**src/rtl/mmio_io_pkg.sv**
```systemverilog
// Shared defaults and sizing helpers for the MMIO I/O buffer.
package mmio_io_pkg;

   localparam int unsigned DATA_W_DEF   = 32;
   localparam int unsigned OUT_W_DEF    = 8;
   localparam int unsigned TX_DEPTH_DEF = 16;
   localparam int unsigned RX_DEPTH_DEF = 4;

   // Bits needed to hold an occupancy of 0..depth inclusive.
   function automatic int unsigned cnt_w(input int unsigned depth);
      return $clog2(depth + 1);
   endfunction

endpackage

```
**src/rtl/sync_fifo.sv**
```systemverilog
// Single-clock FIFO with show-ahead head output; push/pop arrive pre-qualified by the owner.
module sync_fifo
   import mmio_io_pkg::*;
#(
   parameter int unsigned WIDTH = 8,
   parameter int unsigned DEPTH = 4
) (
   input  logic                     clk,
   input  logic                     reset,
   input  logic                     push,
   input  logic                     pop,
   input  logic [WIDTH-1:0]         wdata,
   output logic [WIDTH-1:0]         head,
   output logic                     full,
   output logic                     empty,
   output logic [cnt_w(DEPTH)-1:0]  count
);

   localparam int unsigned AW = (DEPTH > 1) ? $clog2(DEPTH) : 1;
   localparam int unsigned CW = cnt_w(DEPTH);

   logic [WIDTH-1:0] mem [DEPTH];
   logic [AW-1:0]    rd_ptr;
   logic [AW-1:0]    wr_ptr;

   // Pointers wrap naturally because DEPTH is a power of two.
   always_ff @(posedge clk) begin
      if (reset) begin
         rd_ptr <= '0;
         wr_ptr <= '0;
         count  <= '0;
      end else begin
         if (push) wr_ptr <= wr_ptr + AW'(1);
         if (pop)  rd_ptr <= rd_ptr + AW'(1);
         case ({push, pop})
            2'b10:   count <= count + CW'(1);
            2'b01:   count <= count - CW'(1);
            default: count <= count;
         endcase
      end
   end

   always_ff @(posedge clk) begin
      if (push && !reset) mem[wr_ptr] <= wdata;
   end

   assign head  = mem[rd_ptr];
   assign full  = (count == CW'(DEPTH));
   assign empty = (count == '0);

endmodule

```
**src/rtl/mmio_io_buffer.sv**
```systemverilog
// CPU-facing MMIO port: byte-wide TX stream with back-pressure and a word-wide RX capture buffer.
module mmio_io_buffer
   import mmio_io_pkg::*;
#(
   parameter int unsigned DATA_W   = DATA_W_DEF,
   parameter int unsigned OUT_W    = OUT_W_DEF,
   parameter int unsigned TX_DEPTH = TX_DEPTH_DEF,
   parameter int unsigned RX_DEPTH = RX_DEPTH_DEF
) (
   input  logic                        clk,
   input  logic                        reset,
   input  logic                        cpu_tx_wr,
   input  logic [DATA_W-1:0]           cpu_wdata,
   input  logic                        cpu_rx_rd,
   output logic [DATA_W-1:0]           cpu_rdata,
   output logic                        cpu_stall,
   output logic [OUT_W-1:0]            tx_data,
   output logic                        tx_valid,
   input  logic                        tx_ready,
   input  logic [DATA_W-1:0]           rx_data,
   input  logic                        rx_valid,
   output logic                        rx_overflow,
   output logic [cnt_w(TX_DEPTH)-1:0]  tx_count,
   output logic [cnt_w(RX_DEPTH)-1:0]  rx_count
);

   logic              tx_full;
   logic              tx_empty;
   logic              tx_push;
   logic              tx_pop;
   logic              rx_full;
   logic              rx_empty;
   logic              rx_push;
   logic              rx_pop;
   logic [DATA_W-1:0] rx_head;
   logic              unused_wdata;

   // Only the low OUT_W bits of a store reach the TX stream.
   assign unused_wdata = ^cpu_wdata;

   // A full TX FIFO refuses a store even when the sink drains in the same cycle.
   assign tx_push  = cpu_tx_wr & ~tx_full;
   assign tx_valid = ~tx_empty;
   assign tx_pop   = tx_valid & tx_ready;

   // RX has no back-pressure, so a concurrent read frees the slot for the incoming word.
   assign rx_pop  = cpu_rx_rd & ~rx_empty;
   assign rx_push = rx_valid & (~rx_full | rx_pop);

   assign cpu_rdata = rx_pop ? rx_head : '0;
   assign cpu_stall = (cpu_tx_wr & tx_full) | (cpu_rx_rd & rx_empty);

   always_ff @(posedge clk) begin
      if (reset)                             rx_overflow <= 1'b0;
      else if (rx_valid && rx_full && !rx_pop) rx_overflow <= 1'b1;
   end

   sync_fifo #(
      .WIDTH (OUT_W),
      .DEPTH (TX_DEPTH)
   ) u_tx_fifo (
      .clk   (clk),
      .reset (reset),
      .push  (tx_push),
      .pop   (tx_pop),
      .wdata (cpu_wdata[OUT_W-1:0]),
      .head  (tx_data),
      .full  (tx_full),
      .empty (tx_empty),
      .count (tx_count)
   );

   sync_fifo #(
      .WIDTH (DATA_W),
      .DEPTH (RX_DEPTH)
   ) u_rx_fifo (
      .clk   (clk),
      .reset (reset),
      .push  (rx_push),
      .pop   (rx_pop),
      .wdata (rx_data),
      .head  (rx_head),
      .full  (rx_full),
      .empty (rx_empty),
      .count (rx_count)
   );

endmodule

```
**config.mk**
```make
export PLATFORM = sky130hd
export DESIGN_NAME = mmio_io_buffer
export DESIGN_NICKNAME = d
export VERILOG_FILES = /design/src/rtl/mmio_io_pkg.sv /design/src/rtl/sync_fifo.sv /design/src/rtl/mmio_io_buffer.sv
export SDC_FILE = /design/constraint.sdc
export NUM_CORES = 1
export LEC_CHECK = 0
export BUFFER_PORTS_ARGS = -buffer_cell sky130_fd_sc_hd__buf_4
export CELL_PAD_IN_SITES_DETAIL_PLACEMENT = 1
export CELL_PAD_IN_SITES_GLOBAL_PLACEMENT = 2
export CORE_ASPECT_RATIO = 1.2
export CORE_MARGIN = 2
export CORE_UTILIZATION = 40
export CTS_CLUSTER_SIZE = 8
export DETAILED_ROUTE_END_ITERATION = 8
export PLACE_DENSITY_LB_ADDON = 0.1
export SYNTH_ARGS = -nofsm -noshare
export SYNTH_HDL_FRONTEND = slang
export SYNTH_SLANG_ARGS = --single-unit
```
**constraint.sdc**
```tcl
create_clock -name clk -period 4.7 [get_ports clk]
set_clock_uncertainty 0.05 [all_clocks]
set_input_delay 0.94 -clock clk [delete_from_list [all_inputs] [get_ports clk]]
set_output_delay 0.94 -clock clk [all_outputs]
set_load 0.01 [all_outputs]
```
==> impl_metrics.py, run 1 <==
metrics = {
    "cts": {
        "cts_made_buffers": 41,
        "post_cts_buffers": 0,
        "clock_latency_ps": 520,
        "cts_resized": 0,
        "h-tree-depth": 2,
        "clock_path_buffers": 3,
        "clock_sinks": 283,
        "cts-root-buf": "clkbuf_16",
        "cts_tree": "done",
        "hold_buffers": 0,
        "path_clk_slew_ps": 50,
    },
    "power": {
        "leakage_uw": 0.00456,
        "power.density_nw_per_um2": 519,
        "ir_drop_v": 0.000291,
    },
    "sta": {
        "report.final.slew_viol_count": 0,
        "maxSlewHeadroom": 0.315,
        "hold_viol": 0,
        "fin_crit_ps": 3500,
        "finalCritPeriodShare": 0.745,
        "fmax_mhz": 286,
        "worst_pin_slew_ps": 1020,
        "finalSetupTns_ps": 0,
        "rsz0062_at_grt": "false",
        "setup_viol": 0,
    },
    "floorplanning": {
        "die_y_um": 187,
        "fp.dieW_um": 156,
        "ios": 121,
        "row_count": 66,
        "die-area_um2": 29200,
        "initial_core_util": 0.409,
        "coreArea_um2": 27300,
    },
    "setup_path": {
        "cp_slowest_cell": "dfxtp_2",
        "critPathMostFrequentCell": "buf_4",
        "path_cells": "buf_4, mux4_2, and2_1, buf_4",
        "slowest_delay_ps": 580,
        "rrSetupSlack_ps": 1620,
        "crit_type": "register to output port",
        "r2r_cells": 9,
        "required_ps": 3710,
        "worstReg2RegEnd": "u_tx_fifo.count[2]$_SDFFE_PP0P_",
        "critPathMaxFanout": 22,
        "worstPathArrival_ps": 2510,
        "cp-end-kind": "output port",
        "startpoint_type": "register",
        "regToRegStartpoint": "u_tx_fifo.count[2]$_SDFFE_PP0P_",
        "endpoint": "cpu_rdata[21]",
    },
    "cells_and_area": {
        "stdcell_count": 1056,
        "multi_input_area_um2": 2740,
        "n_antenna_cell": 0,
        "drive_gt1_frac": 0.318,
        "nets": 785,
        "regArea_um2": 8230,
        "fillerInstances": 2532,
        "syn2layout_area_growth_pct": 20.5,
    },
    "drt": {
        "dr.pass1.iters": 4,
        "antenna_left": 0,
        "drt_iter0_markers": 243,
        "vias": 5574,
        "drt-wirelength-per-cell_um": 21.5,
        "avgViaCountPerCell": 5.28,
        "finalWirelength_um": 22700,
        "drcViolationCount": 0,
    },
    "global_routing": {
        "antenna_found_initial": 0,
        "busiest_layer": "met2",
        "grtUsageMet3": 0.0455,
        "grt_max_degree": 36,
        "grt_pass1_vias": 6295,
        "grt_pass1_wl_um": 36100,
        "grt.total_usage": 0.161,
        "grt_overflow": 0,
        "grt_util_met2": 0.281,
        "use_met1": 0.197,
    },
    "synth": {
        "synthTopCellsByCount": "edfxtp_1 (256), mux4_2 (64), and2_1 (37), nor2_1 (37), dfxtp_1 (27)",
        "yosys.area.top_type": "edfxtp_1",
        "synth_top_area_frac": 0.690,
        "syn_inst": 576,
        "synth_flop_cell": "edfxtp_1",
        "ys_seq_area_frac": 0.739,
        "yosys_register_bits": 283,
        "syn_nets": 660,
        "synth.distinct_cells": 47,
        "synth_area_leaders": "edfxtp_1 (69%), mux4_2 (13%), dfxtp_1 (4.9%)",
        "async_flop_share": 0,
        "synth_edf_count": 256,
        "syn_area_um2": 11100,
        "yosys_warnings": 0,
        "avgSynthCellArea_um2": 19.3,
        "yosysMostFrequentCell": "edfxtp_1",
    },
    "job": {
        "drv_cap": 0,
    },
    "outcome": {
        "status": "complete, no violations",
    },
    "placed_design": {
        "routabilityCongestion": 0.695,
        "port_buffers": 96,
        "dp.cells": 998,
        "dpl.hpwl_um": 13900,
    },
    "min_path": {
        "hp-class": "register to register",
        "whs_path_depth": 2,
        "hp-start": "rx_overflow$_SDFFE_PP0P_",
    },
}
[worst min-delay path by stage]
| stage | slack (ps) | end |
|---|---|---|
| 3_5_place_dp | 420 | rx_overflow$_SDFFE_PP0P_ |
| 4_1_cts | 440 | rx_overflow$_SDFFE_PP0P_ |
| 5_1_grt | 470 | rx_overflow$_SDFFE_PP0P_ |
| 2_1_floorplan | 430 | u_tx_fifo.wr_ptr[1]$_SDFFE_PP0P_ |
| 6_report | 430 | rx_overflow$_SDFFE_PP0P_ |
| 3_3_place_gp | 400 | rx_overflow$_SDFFE_PP0P_ |
[routing by layer]
layer	vias up	part of all wire
met5	-	0
met4	0	0.017
met3	34	0.055
met2	114	0.52
met1	2894	0.40
li1	2532	-
[through the flow]
stage / area, µm² / power [µW] / hold WS (ps) / setup slack [ps] / utilization
6_report: 13400 / 6970 / 434 / 1200 / 0.493
5_1_grt: 13400 / 7310 / 469 / 979 / 0.493
4_1_cts: 13400 / 7100 / 436 / 1080 / 0.493
3_5_place_dp: 12300 / 4380 / 424 / 1340 / 0.450
3_3_place_gp: 12300 / 4350 / 402 / 1410 / 0.450
2_1_floorplan: 11100 / 3880 / 432 / 1810 / -
[where the power goes]
group	leakage (µW)	total, µW	switching, µW	internal, µW
Sequential	0.00254	3020	145	2870
Combinational	0.00146	1290	613	674
Clock	0.000563	2660	997	1670
[state kept, by name, summed over array words and instances, names as in the netlist, named ones only]
register	count
u_tx_fifo.count	5
rx_overflow	1
u_tx_fifo.mem	128
u_tx_fifo.wr_ptr	4
u_rx_fifo.count	3
u_tx_fifo.rd_ptr	4
u_rx_fifo.wr_ptr	2
u_rx_fifo.mem	128
u_rx_fifo.rd_ptr	2
[worst max-delay path: cells and delay by family, from the launching register on]
| family | cells | cell delay [ps] |
|---|---|---|
| simple gates | 1 | 190 |
| mux | 1 | 570 |
| buf+inv | 2 | 640 |
| flops | 1 | 580 |
[logic make-up (layout without fill, tap and decap cells)]
| logic type | count (synthesis) | after routing | share of synthesized area |
|---|---|---|---|
| multiplexers | 69 | 69 | 0.134 |
| adder cells (fa/ha/maj) | 14 | 14 | 0.0164 |
| XOR/XNOR | 13 | 13 | 0.0102 |
| AO/OA/AOI/OAI | 35 | 35 | 0.0234 |
| flip-flops | 283 | 283 | 0.739 |
| buffers and inverters | 38 | 178 | 0.0155 |
| AND/OR/NAND/NOR | 124 | 124 | 0.0616 |
[cell type report]
| class | count | area share |
|---|---|---|
| clock inverters | 3 | 0.00513 |
| inverters | 11 | 0.00308 |
| flip-flops and latches | 283 | 0.613 |
| multi-input cells | 255 | 0.204 |
| clock buffers | 55 | 0.0819 |
| well taps | 340 | 0.0317 |
| repair buffers | 109 | 0.0610 |
[cell usage in the layout, fill, tap and decap left out, types with 13 or more instances in the layout]
cell type | Yosys | routed
ha_1 | 13 | 13
buf_4 | 2 | 109
nor2_1 | 37 | 37
edfxtp_1 | 256 | 256
dfxtp_1 | 27 | 24
nand2_1 | 15 | 15
and2_1 | 37 | 37
a22oi_1 | 16 | 16
clkbuf_1 | 12 | 13
clkbuf_16 | 0 | 42
mux4_2 | 64 | 64
No activity file was read; power rests on OpenSTA's default activity.
==> inputs of run 2 (changes only) <==
==> constraint.sdc (replaced) <==
create_clock -name clk -period 2.9 [get_ports clk]
set_clock_uncertainty 0.05 [all_clocks]
set_input_delay 0.58 -clock clk [delete_from_list [all_inputs] [get_ports clk]]
set_output_delay 0.58 -clock clk [all_outputs]
set_load 0.01 [all_outputs]
==> run 2 against run 1 <==
Power up 64%. Via count rose by 0.68%. Register-to-register slack worse by 1500 ps. Cell area grew 2.2%. Sequential share of layout area decreased by 1.3 points.
==> impl_metrics.py, run 2 (synthesis gave the netlist of run 1 again) <==
metrics = {
    "outcome": {
        "status": "complete, no violations",
    },
    "cts": {
        "clock_path_buffers": 3,
        "cts_tree": "done",
        "clock_latency_ps": 510,
        "clock_sinks": 283,
        "cts_made_buffers": 41,
        "path_clk_slew_ps": 50,
        "h-tree-depth": 2,
        "cts-root-buf": "clkbuf_16",
        "hold_buffers": 0,
    },
    "setup_path": {
        "cp-end-kind": "output port",
        "required_ps": 2270,
        "critPathMaxFanout": 10,
        "worstPathArrival_ps": 2190,
        "crit_type": "register to output port",
        "startpoint_type": "register",
    },
    "placed_design": {
        "port_buffers": 96,
        "dp.cells": 1019,
        "dpl.hpwl_um": 14200,
        "routabilityCongestion": 0.728,
    },
    "drt": {
        "drt_iter0_markers": 251,
        "antenna_left": 0,
        "finalWirelength_um": 23200,
        "vias": 5612,
        "dr.pass1.iters": 4,
        "avgViaCountPerCell": 5.21,
        "drt-met1-wl_um": 9130,
        "drcViolationCount": 0,
        "drt-wirelength-per-cell_um": 21.5,
        "routed.top_layer": "met4",
        "met3_length_um": 1200,
        "dr_wl_met2_um": 12400,
    },
    "sta": {
        "hold_viol": 0,
        "fin_crit_ps": 2820,
        "setup_viol": 0,
        "holdWs_ps": 204,
        "fmax_mhz": 355,
        "report.final.slew_viol_count": 0,
        "worst_pin_slew_ps": 805,
        "finalCritPeriodShare": 0.972,
        "maxSlewHeadroom": 0.462,
    },
    "global_routing": {
        "grt.total_usage": 0.165,
        "antenna_found_initial": 0,
        "grt_max_degree": 35,
        "grt_overflow": 0,
        "grt_pass1_vias": 6516,
        "grt_pass1_wl_um": 37000,
    },
    "power": {
        "power.density_nw_per_um2": 831,
        "ir_drop_v": 0.000531,
        "leakage_uw": 0.00471,
    },
    "floorplanning": {
        "die-area_um2": 29200,
        "coreArea_um2": 27300,
        "ios": 121,
        "fp.dieW_um": 156,
        "initial_core_util": 0.409,
        "row_count": 66,
        "die_y_um": 187,
    },
    "cells_and_area": {
        "syn2layout_area_growth_pct": 23.2,
        "nets": 808,
        "drive_gt1_frac": 0.348,
        "top_regs": "u_rx_fifo.mem x128, u_tx_fifo.mem x128, u_tx_fifo.count x5",
        "stdcell_count": 1078,
        "final_common_cell": "edfxtp_1",
        "n_antenna_cell": 0,
        "final_util": 0.503,
        "final_cell_mix": "edfxtp_1 (256), buf_4 (124), mux4_2 (64), clkbuf_16 (42)",
    },
    "job": {
        "drv_cap": 0,
    },
    "min_path": {
        "hp-class": "input pin to register",
    },
}
==> run 2: worst paths after layout <==
check / startpoint / endpoint / slack (ps) / depth (start not counted)
setup / recovery: register / tx_data[2] / 80 / 5
hold / removal: rx_data[4] / u_rx_fifo.mem[1][4]$_DFFE_PP_ / 200 / 1
hold reg to reg: rx_overflow$_SDFFE_PP0P_ / rx_overflow$_SDFFE_PP0P_ / 420 / 2
setup reg to reg: u_tx_fifo.count[2]$_SDFFE_PP0P_ / u_tx_fifo.count[2]$_SDFFE_PP0P_ / 170 / 9
==> run 2: per-layer routing <==
layer | vias to the layer above | GRT usage
li1 | 2569 | -
met3 | 38 | 0.0448
met5 | - | 0
met4 | 0 | 0.0448
met1 | 2892 | 0.198
met2 | 113 | 0.292
==> run 2: cell type report <==
cell class / instances / area (µm²)
Fill cell: 2539 / 13500
Sequential cell: 283 / 8230
Clock inverter: 3 / 41.3
Tap cell: 340 / 425
Multi-Input combinational cell: 255 / 2770
Inverter: 11 / 41.3
Clock buffer: 54 / 1110
Timing Repair Buffer: 132 / 1100
==> run 2: worst max-delay path: stages (launching register included) <==
cell and delay, ps:
dfxtp_4 390, bufbuf_16 310, mux4_2 520, a22oi_2 200, nand2_1 90, buf_4 150
==> run 2: repair_timing <==
item,in CTS,in global routing
endpoints found under the hold margin,0,0
resized for setup,1,7
setup buffers,1,0
endpoints found under the setup margin,6,5
cloned,1,0
==> run 2: report_power, final <==
part	internal [µW]	leakage [µW]	switching [µW]
Combinational	1230	0.00161	1150
Sequential	4650	0.00254	113
Clock	2630	0.000558	1620
==> run 2: metrics by stage <==
| step | total power, µW | area (µm²) | TNS [ps] | worst slack, ps |
|---|---|---|---|---|
| final | 11400 | 13700 | 0 | 81.2 |
| after global routing | 11900 | 13700 | -3.73 | -3.73 |
| after detailed placement | 7230 | 12500 | 0 | 123 |
| after CTS | 11600 | 13700 | 0 | 36.8 |
| after global placement | 7170 | 12500 | 0 | 119 |
| after floorplan | 6300 | 11100 | 0 | 68.4 |
